File: config.mk
export PLATFORM = sky130hd
export DESIGN_NAME = lcd_8080_receiver_flat
export DESIGN_NICKNAME = d
export VERILOG_FILES = /design/src/rtl/lcd_8080_pkg.sv /design/src/rtl/lcd_8080_receiver_if.sv /design/src/rtl/lcd_rec_fifo.sv /design/src/rtl/lcd_8080_receiver.sv /design/src/flat_wrapper.sv
export SDC_FILE = /design/constraint.sdc
export NUM_CORES = 2
export LEC_CHECK = 0
export CORE_UTILIZATION = 40
export DETAILED_ROUTE_END_ITERATION = 12
export MAX_ROUTING_LAYER = met4
export PLACE_DENSITY = 0.6
export SLEW_MARGIN = 20
export SYNTH_ARGS = -nofsm -noshare
export SYNTH_HDL_FRONTEND = slang
export SYNTH_HIERARCHICAL = 1
export SYNTH_SLANG_ARGS = --single-unit
File: constraint.sdc
create_clock -name clk -period 11.34 [get_ports clk]
set_input_delay 2.268 -clock clk [delete_from_list [all_inputs] [get_ports clk]]
set_output_delay 2.268 -clock clk [all_outputs]
set_load 0.03 [all_outputs]
File: src/rtl/lcd_8080_pkg.sv
// Shared constants and types for the 8080-bus receiver: opcodes, parser states, panel defaults.
// Latency: n/a (definitions only).
// Backpressure: n/a.
package lcd_8080_pkg;

   localparam logic [7:0] CMD_CASET = 8'h2A;
   localparam logic [7:0] CMD_PASET = 8'h2B;
   localparam logic [7:0] CMD_RAMWR = 8'h2C;

   // Panel power-on address window (240 x 320)
   localparam logic [15:0] DEF_COL_START  = 16'd0;
   localparam logic [15:0] DEF_COL_END    = 16'd239;
   localparam logic [15:0] DEF_PAGE_START = 16'd0;
   localparam logic [15:0] DEF_PAGE_END   = 16'd319;

   // Record layout: {is_cmd, d[15:0]}
   localparam int REC_W = 17;

   typedef enum logic [1:0] {
      ST_IDLE,
      ST_PARAM,
      ST_PIXELS
   } parse_state_e;

   // Inclusive span of an address range; an inverted range has no pixels.
   function automatic logic [16:0] span_len(input logic [15:0] s, input logic [15:0] e);
      if (e < s) return 17'd0;
      return {1'b0, e} - {1'b0, s} + 17'd1;
   endfunction

endpackage

File: src/rtl/lcd_8080_receiver_if.sv
// 8080 write bus plus the decoded-record valid/ready stream.
// Latency: n/a (wiring only).
// Backpressure: rec_ready from the consumer holds rec_data/rec_valid.
// master: LCD controller / record consumer side; slave: the receiver.
interface lcd_8080_receiver_if;
   import lcd_8080_pkg::*;

   logic             lcd_csx;
   logic             lcd_dcx;
   logic             lcd_wrx;
   logic [15:0]      lcd_d;
   logic             lcd_resx;
   logic             rec_valid;
   logic             rec_ready;
   logic [REC_W-1:0] rec_data;

   modport master (
      output lcd_csx, lcd_dcx, lcd_wrx, lcd_d, lcd_resx, rec_ready,
      input  rec_valid, rec_data
   );

   modport slave (
      input  lcd_csx, lcd_dcx, lcd_wrx, lcd_d, lcd_resx, rec_ready,
      output rec_valid, rec_data
   );

endinterface

File: src/rtl/lcd_rec_fifo.sv
// Synchronous record FIFO with registered head (vld_o/dat_o) and full/empty flags.
// Latency: a push into an empty FIFO is visible on vld_o/dat_o the cycle after the push.
// Backpressure: pop_i only when vld_o; a push while full is refused unless a pop happens the same cycle.
// Ports: clk/reset, push_i/push_dat_i, pop_i, full_o, empty_o, vld_o, dat_o.
module lcd_rec_fifo #(
   parameter int WIDTH = 17,
   parameter int DEPTH = 16
) (
   input  logic             clk,
   input  logic             reset,
   input  logic             push_i,
   input  logic [WIDTH-1:0] push_dat_i,
   input  logic             pop_i,
   output logic             full_o,
   output logic             empty_o,
   output logic             vld_o,
   output logic [WIDTH-1:0] dat_o
);

   localparam int            AW       = $clog2(DEPTH);
   localparam logic [AW:0]   CNT_FULL = (AW+1)'(DEPTH);
   localparam logic [AW:0]   CNT_ONE  = {{AW{1'b0}}, 1'b1};
   localparam logic [AW-1:0] PTR_ONE  = {{(AW-1){1'b0}}, 1'b1};

   logic [WIDTH-1:0] mem_q [DEPTH];
   logic [AW-1:0]    wr_ptr_q, wr_ptr_d, rd_ptr_q, rd_ptr_d;
   logic [AW:0]      cnt_q, cnt_d;
   logic             vld_q, vld_d;
   logic [WIDTH-1:0] dat_q, dat_d;
   logic             pop_ok, push_ok;

   always_comb begin
      pop_ok   = pop_i && (cnt_q != '0);
      push_ok  = push_i && ((cnt_q != CNT_FULL) || pop_ok);
      rd_ptr_d = pop_ok  ? rd_ptr_q + PTR_ONE : rd_ptr_q;
      wr_ptr_d = push_ok ? wr_ptr_q + PTR_ONE : wr_ptr_q;
      cnt_d    = cnt_q;
      if (push_ok && !pop_ok)      cnt_d = cnt_q + CNT_ONE;
      else if (!push_ok && pop_ok) cnt_d = cnt_q - CNT_ONE;
      vld_d = (cnt_d != '0);
      // The next head is the word being written only when it lands in the
      // slot the read pointer will point at (FIFO holding exactly one entry).
      dat_d = dat_q;
      if (vld_d) dat_d = (push_ok && (wr_ptr_q == rd_ptr_d)) ? push_dat_i : mem_q[rd_ptr_d];
   end

   always_ff @(posedge clk) begin
      if (push_ok) mem_q[wr_ptr_q] <= push_dat_i;
   end

   always_ff @(posedge clk) begin
      if (reset) begin
         wr_ptr_q <= '0;
         rd_ptr_q <= '0;
         cnt_q    <= '0;
         vld_q    <= 1'b0;
         dat_q    <= '0;
      end else begin
         wr_ptr_q <= wr_ptr_d;
         rd_ptr_q <= rd_ptr_d;
         cnt_q    <= cnt_d;
         vld_q    <= vld_d;
         dat_q    <= dat_d;
      end
   end

   assign full_o  = (cnt_q == CNT_FULL);
   assign empty_o = (cnt_q == '0);
   assign vld_o   = vld_q;
   assign dat_o   = dat_q;

endmodule

File: src/rtl/lcd_8080_receiver.sv
// 8080 write-bus receiver: synchronizes the bus, decodes writes into {is_cmd,d} records, tracks the address window and RAMWR pixels.
// Latency: record valid SYNC_STAGES+2 clk after the wrx pin rises; window/pixel state updates on the same cycle.
// Backpressure: rec_valid/rec_ready; when the FIFO is full new records are dropped (sticky overflow), the parser still advances.
// Ports: clk, reset; bus (8080 pins + record stream, slave side); clear; col/page window, pixel_count, frame_done, overflow, lcd_in_reset.
module lcd_8080_receiver
   import lcd_8080_pkg::*;
#(
   parameter int FIFO_DEPTH  = 16,
   parameter int SYNC_STAGES = 2
) (
   input  logic                clk,
   input  logic                reset,
   lcd_8080_receiver_if.slave  bus,
   input  logic                clear,
   output logic [15:0]         col_start,
   output logic [15:0]         col_end,
   output logic [15:0]         page_start,
   output logic [15:0]         page_end,
   output logic [31:0]         pixel_count,
   output logic                frame_done,
   output logic                overflow,
   output logic                lcd_in_reset
);

   // ---------------- input synchronizers ----------------
   logic [SYNC_STAGES-1:0] csx_sync_q, dcx_sync_q, wrx_sync_q, resx_sync_q;
   logic [15:0]            d_sync_q [SYNC_STAGES];
   logic                   s_csx, s_dcx, s_wrx, s_resx;
   logic [15:0]            s_d;

   always_ff @(posedge clk) begin
      if (reset) begin
         csx_sync_q  <= '1;
         wrx_sync_q  <= '1;
         resx_sync_q <= '1;
         dcx_sync_q  <= '0;
         for (int i = 0; i < SYNC_STAGES; i++) d_sync_q[i] <= '0;
      end else begin
         csx_sync_q  <= {csx_sync_q[SYNC_STAGES-2:0],  bus.lcd_csx};
         wrx_sync_q  <= {wrx_sync_q[SYNC_STAGES-2:0],  bus.lcd_wrx};
         resx_sync_q <= {resx_sync_q[SYNC_STAGES-2:0], bus.lcd_resx};
         dcx_sync_q  <= {dcx_sync_q[SYNC_STAGES-2:0],  bus.lcd_dcx};
         d_sync_q[0] <= bus.lcd_d;
         for (int i = 1; i < SYNC_STAGES; i++) d_sync_q[i] <= d_sync_q[i-1];
      end
   end

   assign s_csx  = csx_sync_q[SYNC_STAGES-1];
   assign s_dcx  = dcx_sync_q[SYNC_STAGES-1];
   assign s_wrx  = wrx_sync_q[SYNC_STAGES-1];
   assign s_resx = resx_sync_q[SYNC_STAGES-1];
   assign s_d    = d_sync_q[SYNC_STAGES-1];

   // ---------------- strobe detection ----------------
   logic        wrx_prev_q;
   logic        strobe;
   logic        wr_evt_q, wr_cmd_q;
   logic [15:0] wr_dat_q;

   // Writes are ignored while the panel is held in reset.
   assign strobe = s_wrx && !wrx_prev_q && !s_csx && s_resx;

   always_ff @(posedge clk) begin
      if (reset) begin
         wrx_prev_q <= 1'b1;
         wr_evt_q   <= 1'b0;
         wr_cmd_q   <= 1'b0;
         wr_dat_q   <= '0;
      end else begin
         wrx_prev_q <= s_wrx;
         wr_evt_q   <= strobe;
         if (strobe) begin
            wr_cmd_q <= !s_dcx;
            wr_dat_q <= s_d;
         end
      end
   end

   // ---------------- record FIFO ----------------
   logic fifo_full, fifo_empty, fifo_pop, drop;

   assign fifo_pop = bus.rec_ready && !fifo_empty;
   assign drop     = wr_evt_q && fifo_full && !fifo_pop;

   lcd_rec_fifo #(.WIDTH(REC_W), .DEPTH(FIFO_DEPTH)) u_fifo (
      .clk        (clk),
      .reset      (reset),
      .push_i     (wr_evt_q),
      .push_dat_i ({wr_cmd_q, wr_dat_q}),
      .pop_i      (fifo_pop),
      .full_o     (fifo_full),
      .empty_o    (fifo_empty),
      .vld_o      (bus.rec_valid),
      .dat_o      (bus.rec_data)
   );

   // ---------------- parser ----------------
   parse_state_e state_q, state_d;
   logic [7:0]   op_q, op_d;
   logic [1:0]   idx_q, idx_d;
   logic [7:0]   start_hi_q, start_hi_d, start_lo_q, start_lo_d, end_hi_q, end_hi_d;
   logic [15:0]  col_start_q, col_start_d, col_end_q, col_end_d;
   logic [15:0]  page_start_q, page_start_d, page_end_q, page_end_d;
   logic [31:0]  pix_q, pix_d, pix_inc, size_q, size_d;
   logic         fd_q, fd_d, ovf_q, ovf_d;

   always_comb begin
      state_d      = state_q;
      op_d         = op_q;
      idx_d        = idx_q;
      start_hi_d   = start_hi_q;
      start_lo_d   = start_lo_q;
      end_hi_d     = end_hi_q;
      col_start_d  = col_start_q;
      col_end_d    = col_end_q;
      page_start_d = page_start_q;
      page_end_d   = page_end_q;
      pix_d        = pix_q;
      size_d       = size_q;
      fd_d         = 1'b0;
      pix_inc      = (pix_q == '1) ? pix_q : pix_q + 32'd1;

      if (!s_resx) begin
         state_d      = ST_IDLE;
         idx_d        = '0;
         col_start_d  = DEF_COL_START;
         col_end_d    = DEF_COL_END;
         page_start_d = DEF_PAGE_START;
         page_end_d   = DEF_PAGE_END;
         pix_d        = '0;
      end else if (wr_evt_q) begin
         if (wr_cmd_q) begin
            op_d  = wr_dat_q[7:0];
            idx_d = '0;
            case (wr_dat_q[7:0])
               CMD_CASET, CMD_PASET: state_d = ST_PARAM;
               CMD_RAMWR: begin
                  state_d = ST_PIXELS;
                  pix_d   = '0;
                  // Window area captured once per RAMWR; truncation to 32 bits
                  // makes a full 65536x65536 window read as size 0.
                  size_d  = {15'd0, span_len(col_start_q, col_end_q)} *
                            {15'd0, span_len(page_start_q, page_end_q)};
               end
               default: state_d = ST_IDLE;
            endcase
         end else begin
            case (state_q)
               ST_PARAM: begin
                  idx_d = idx_q + 2'd1;
                  case (idx_q)
                     2'd0: start_hi_d = wr_dat_q[7:0];
                     2'd1: start_lo_d = wr_dat_q[7:0];
                     2'd2: end_hi_d   = wr_dat_q[7:0];
                     default: begin
                        state_d = ST_IDLE;
                        if (op_q == CMD_CASET) begin
                           col_start_d = {start_hi_q, start_lo_q};
                           col_end_d   = {end_hi_q, wr_dat_q[7:0]};
                        end else begin
                           page_start_d = {start_hi_q, start_lo_q};
                           page_end_d   = {end_hi_q, wr_dat_q[7:0]};
                        end
                     end
                  endcase
               end
               ST_PIXELS: begin
                  if ((size_q != '0) && (pix_inc == size_q)) begin
                     pix_d = '0;
                     fd_d  = 1'b1;
                  end else begin
                     pix_d = pix_inc;
                  end
               end
               default: ;
            endcase
         end
      end

      if (clear) begin
         pix_d = '0;
         fd_d  = 1'b0;
      end

      // A drop in the same cycle as clear stays visible.
      ovf_d = ovf_q;
      if (clear) ovf_d = 1'b0;
      if (drop)  ovf_d = 1'b1;
   end

   always_ff @(posedge clk) begin
      if (reset) begin
         state_q      <= ST_IDLE;
         op_q         <= '0;
         idx_q        <= '0;
         start_hi_q   <= '0;
         start_lo_q   <= '0;
         end_hi_q     <= '0;
         col_start_q  <= DEF_COL_START;
         col_end_q    <= DEF_COL_END;
         page_start_q <= DEF_PAGE_START;
         page_end_q   <= DEF_PAGE_END;
         pix_q        <= '0;
         size_q       <= '0;
         fd_q         <= 1'b0;
         ovf_q        <= 1'b0;
      end else begin
         state_q      <= state_d;
         op_q         <= op_d;
         idx_q        <= idx_d;
         start_hi_q   <= start_hi_d;
         start_lo_q   <= start_lo_d;
         end_hi_q     <= end_hi_d;
         col_start_q  <= col_start_d;
         col_end_q    <= col_end_d;
         page_start_q <= page_start_d;
         page_end_q   <= page_end_d;
         pix_q        <= pix_d;
         size_q       <= size_d;
         fd_q         <= fd_d;
         ovf_q        <= ovf_d;
      end
   end

   assign col_start    = col_start_q;
   assign col_end      = col_end_q;
   assign page_start   = page_start_q;
   assign page_end     = page_end_q;
   assign pixel_count  = pix_q;
   assign frame_done   = fd_q;
   assign overflow     = ovf_q;
   assign lcd_in_reset = !s_resx;

endmodule

File: src/flat_wrapper.sv
// flat-port wrapper written by rule: the top's interface ports become plain ports
module lcd_8080_receiver_flat import lcd_8080_pkg::*;
#(
   parameter int FIFO_DEPTH  = 16,
   parameter int SYNC_STAGES = 2
)
  (clk, reset, clear, col_start, col_end, page_start, page_end, pixel_count, frame_done, overflow, lcd_in_reset, bus_lcd_csx, bus_lcd_dcx, bus_lcd_wrx, bus_lcd_d, bus_lcd_resx, bus_rec_ready, bus_rec_valid, bus_rec_data);
  lcd_8080_receiver_if bus_i ();
  input  logic clk;
  input  logic reset;
  input  logic clear;
  output logic [15:0] col_start;
  output logic [15:0] col_end;
  output logic [15:0] page_start;
  output logic [15:0] page_end;
  output logic [31:0] pixel_count;
  output logic frame_done;
  output logic overflow;
  output logic lcd_in_reset;
  input wire logic [$bits(bus_i.lcd_csx)-1:0] bus_lcd_csx;
  input wire logic [$bits(bus_i.lcd_dcx)-1:0] bus_lcd_dcx;
  input wire logic [$bits(bus_i.lcd_wrx)-1:0] bus_lcd_wrx;
  input wire logic [$bits(bus_i.lcd_d)-1:0] bus_lcd_d;
  input wire logic [$bits(bus_i.lcd_resx)-1:0] bus_lcd_resx;
  input wire logic [$bits(bus_i.rec_ready)-1:0] bus_rec_ready;
  output wire logic [$bits(bus_i.rec_valid)-1:0] bus_rec_valid;
  output wire logic [$bits(bus_i.rec_data)-1:0] bus_rec_data;
  assign bus_i.lcd_csx = bus_lcd_csx;
  assign bus_i.lcd_dcx = bus_lcd_dcx;
  assign bus_i.lcd_wrx = bus_lcd_wrx;
  assign bus_i.lcd_d = bus_lcd_d;
  assign bus_i.lcd_resx = bus_lcd_resx;
  assign bus_i.rec_ready = bus_rec_ready;
  assign bus_rec_valid = bus_i.rec_valid;
  assign bus_rec_data = bus_i.rec_data;
  lcd_8080_receiver #(.FIFO_DEPTH(FIFO_DEPTH), .SYNC_STAGES(SYNC_STAGES)) u_core (.clk(clk), .reset(reset), .bus(bus_i), .clear(clear), .col_start(col_start), .col_end(col_end), .page_start(page_start), .page_end(page_end), .pixel_count(pixel_count), .frame_done(frame_done), .overflow(overflow), .lcd_in_reset(lcd_in_reset));
endmodule
==> results.ini <==
[synthesis]
syn_avg_cell_area_um2 = 9.55
synth_xor_xnor_area_share_pct = 2.56
synth_area_mm2 = 0.0355
yosys.area.top_type = edfxtp_1
synthTopCellsByArea = edfxtp_1, dfxtp_1, fa_1, ha_1, nand2_1
synth_cell_types = 102
ys_ff_latch = 528
syn-num-nets = 4154
synth-edff-count = 272
seq_area_frac_synth_pct = 37.5
synth_ff_type = edfxtp_1
synth_simple_gate_area_share_pct = 17.6
postSynthCellCount = 3716
synth_fa_ha_area_share_pct = 19.7
synth_compound_area_share_pct = 13.1
muxShareOfSynthArea_pct = 2.80
synth_top_family_by_area = adder cells
synth_top_area_share_pct = 23.0
async_reset_ff_share_pct = 0
yosysWarnings = 6

[floorplanning]
die_area_mm2 = 0.0899
pin_count = 141
start_util_pct = 40.7
chipHeight_um = 300
core_mm2 = 0.0873
std_cell_rows = 108
chipWidth_um = 300

[power_and_ir_drop]
p_per_area_mw_per_mm2 = 110
ir_drop_mv = 0.142
p_leak_nw = 15.3

[clock_tree]
clock_path_buffers = 3
cts_resized = 0
numCtsBuffers = 59
clock_latency_ns = 0.65
cts_tree = yes
clkSlewWorstSetupHoldPaths_ns = 0.06
cts_sinks = 528
htree_levels = 2
clockRootBuffer = clkbuf_16
cts_hold_buf = 0
cts_setup_buffers = 0

[route]
drc_errors = 0
via_per_inst = 5.68
drtPass1Iterations = 5
vias = 28285
wire_per_inst_um = 22.2
ant_nets = 0
finalWirelength_um = 110000
drtIter0Drc = 2478

[sta]
fmaxAchievable_ghz = 0.105
setup_viol = 0
tightest_slew_ns = 1.17
tns_ns = 0
slew-limit-headroom_pct = 21.9
finalHoldViolations = 0
min_period_ns = 9.56
grt_setup_unrepaired = false
skew_ns = 0.0276
fin_ws_ns = 1.78
drv_slew = 0
fin_crit_sh_pct = 84.3

[critical_path]
cp_slowest_stage_delay_ns = 0.70
worstReg2RegStart = u_core/col_start[5]
critPathLaunchType = register
crit_slowest_cell = o41ai_1
path_max_fanout = 26
crit_arrival_ns = 10.05
cp_data_required_time_ns = 11.83
rrSetupSlack_ns = 1.78
critical_path.startpoint = u_core/col_start[5]
path_class = register to register
crit_top_cell = fa_1
cp-end-kind = register

[global_routing]
grtUsageTotal_pct = 25.0
grt_pass1_vias = 26980
grt_pass1_wl_um = 166000
antenna_found_initial = 4
overflow = 0
grt_start_max_net_pins = 72

[layout]
nets = 4209
num-fill-cells = 8355
drive_gt1_share_pct = 7.80
synthToLayoutAreaGrowth_pct = 13.0

[placement]
io_buffer_count = 140
gp_congestion = 0.939
dpl.hpwl_um = 77300
pre_cts_ws_ns = 1.85

[min_path]
hold_path_startpoint = u_core/resx_sync_q[0]
hold_class = register to register

[status]
outcome = complete, no violations

[flow_run]
drv_cap = 0

-- state kept, by name, indices dropped and copies added (netlist names), 16 cells and up --
register,cells
u_core/u_fifo/mem_q,272
u_core/d_sync_q,32
u_core/pixel_count,32
u_core/size_q,32
u_core/u_fifo/dat_o,17
u_core/col_end,16
u_core/col_start,16
u_core/page_end,16
u_core/page_start,16
u_core/wr_dat_q,16
-- cell usage after synthesis (18+ instances only) --
| cell | number |
|---|---|
| a21o_1 | 18 |
| a21oi_1 | 204 |
| a221oi_1 | 129 |
| a22o_1 | 19 |
| a22oi_1 | 41 |
| a31oi_1 | 29 |
| and2_1 | 56 |
| and3_1 | 27 |
| buf_2 | 51 |
| clkbuf_1 | 144 |
| dfxtp_1 | 256 |
| edfxtp_1 | 272 |
| fa_1 | 239 |
| ha_1 | 175 |
| inv_1 | 388 |
| mux2_2 | 33 |
| mux2i_1 | 44 |
| nand2_1 | 559 |
| nand3_1 | 93 |
| nand4_1 | 31 |
| nor2_1 | 253 |
| nor2b_1 | 56 |
| nor3_1 | 92 |
| nor4_1 | 20 |
| o21ai_0 | 50 |
| o22ai_1 | 40 |
| or4_1 | 22 |
| xnor2_1 | 65 |
| xor2_1 | 36 |
-- critical path: cells and delay by family, from the launching register on --
kind	cells	cell delay (ns)
and+or+nand+nor	5	1.38
muxes	1	0.16
AOI/OAI and AO/OA	11	3.12
adders and majority gates	8	3.19
buffers and inverters	6	1.13
DFF	1	0.40
-- worst paths after layout --
check | endpoint | cells past startpoint
worst max-delay path | u_core/size_q[30] | 31
worst min-delay path | u_core/resx_sync_q[1] | 1
worst max register to register | u_core/size_q[30] | 31
worst min register to register | u_core/resx_sync_q[1] | 1
-- layout by cell type (no fill, tap or decap), types with 71 or more instances in the layout --
cell	synthesis	layout
inv_1	388	387
nor3_1	92	86
dfxtp_1	256	255
fa_1	239	239
clkdlybuf4s50_1	0	139
a221oi_1	129	129
ha_1	175	175
nand2_1	559	559
nand3_1	93	93
edfxtp_1	272	272
buf_4	7	71
nor2_1	253	239
a21oi_1	204	203
-- metrics by stage --
step                      hold WS [ns]  std cells  utilization (%)  instance area [um^2]  power [mW]
after global placement           0.394       4864             43.6                 38000        2.42
after detailed placement         0.392       4865             43.6                 38000        2.42
after global routing             0.415       4976             45.9                 40100        4.54
after CTS                        0.406       4975             45.9                 40100        4.45
after floorplan                  0.389       3716                -                 35500        2.30
final                            0.408       4976             45.9                 40100        4.41
-- where the power goes --
part	leakage, nW	internal [mW]	switching, mW
sequential	4.59	2.02	0.0276
combinational	9.73	0.122	0.206
clock	1.01	1.20	0.831
total	15.3	3.34	1.06
-- logic make-up (layout without fill, tap and decap cells) --
logic type,count (synthesis),in the layout
buffers and inverters,609,713
other,0,1
adder cells (fa/ha/maj),414,414
flip-flops,528,528
AO/OA/AOI/OAI,656,656
multiplexers,85,85
XOR/XNOR,102,102
AND/OR/NAND/NOR,1322,1322
-- layer usage --
layer	GRT usage, %	vias to the layer above	share of wire [%]
met1	34.4	14011	44
met4	7.06	0	2.8
met3	4.52	198	8.2
met2	37.6	1096	45
li1	-	12980	-
met5	-	-	0
-- layout make-up --
cell class	count	area [um^2]	share of cell area, %
Clock buffer	81	1640	4.09
Tap cell	1155	1450	3.60
Sequential cell	528	13300	33.2
Timing Repair Buffer	212	1950	4.86
Inverter	391	1470	3.66
Multi-Input combinational cell	2579	19900	49.6
Clock inverter	29	425	1.06
Antenna cell	1	2.50	0.00624
Power figures use the tool's default switching activity.
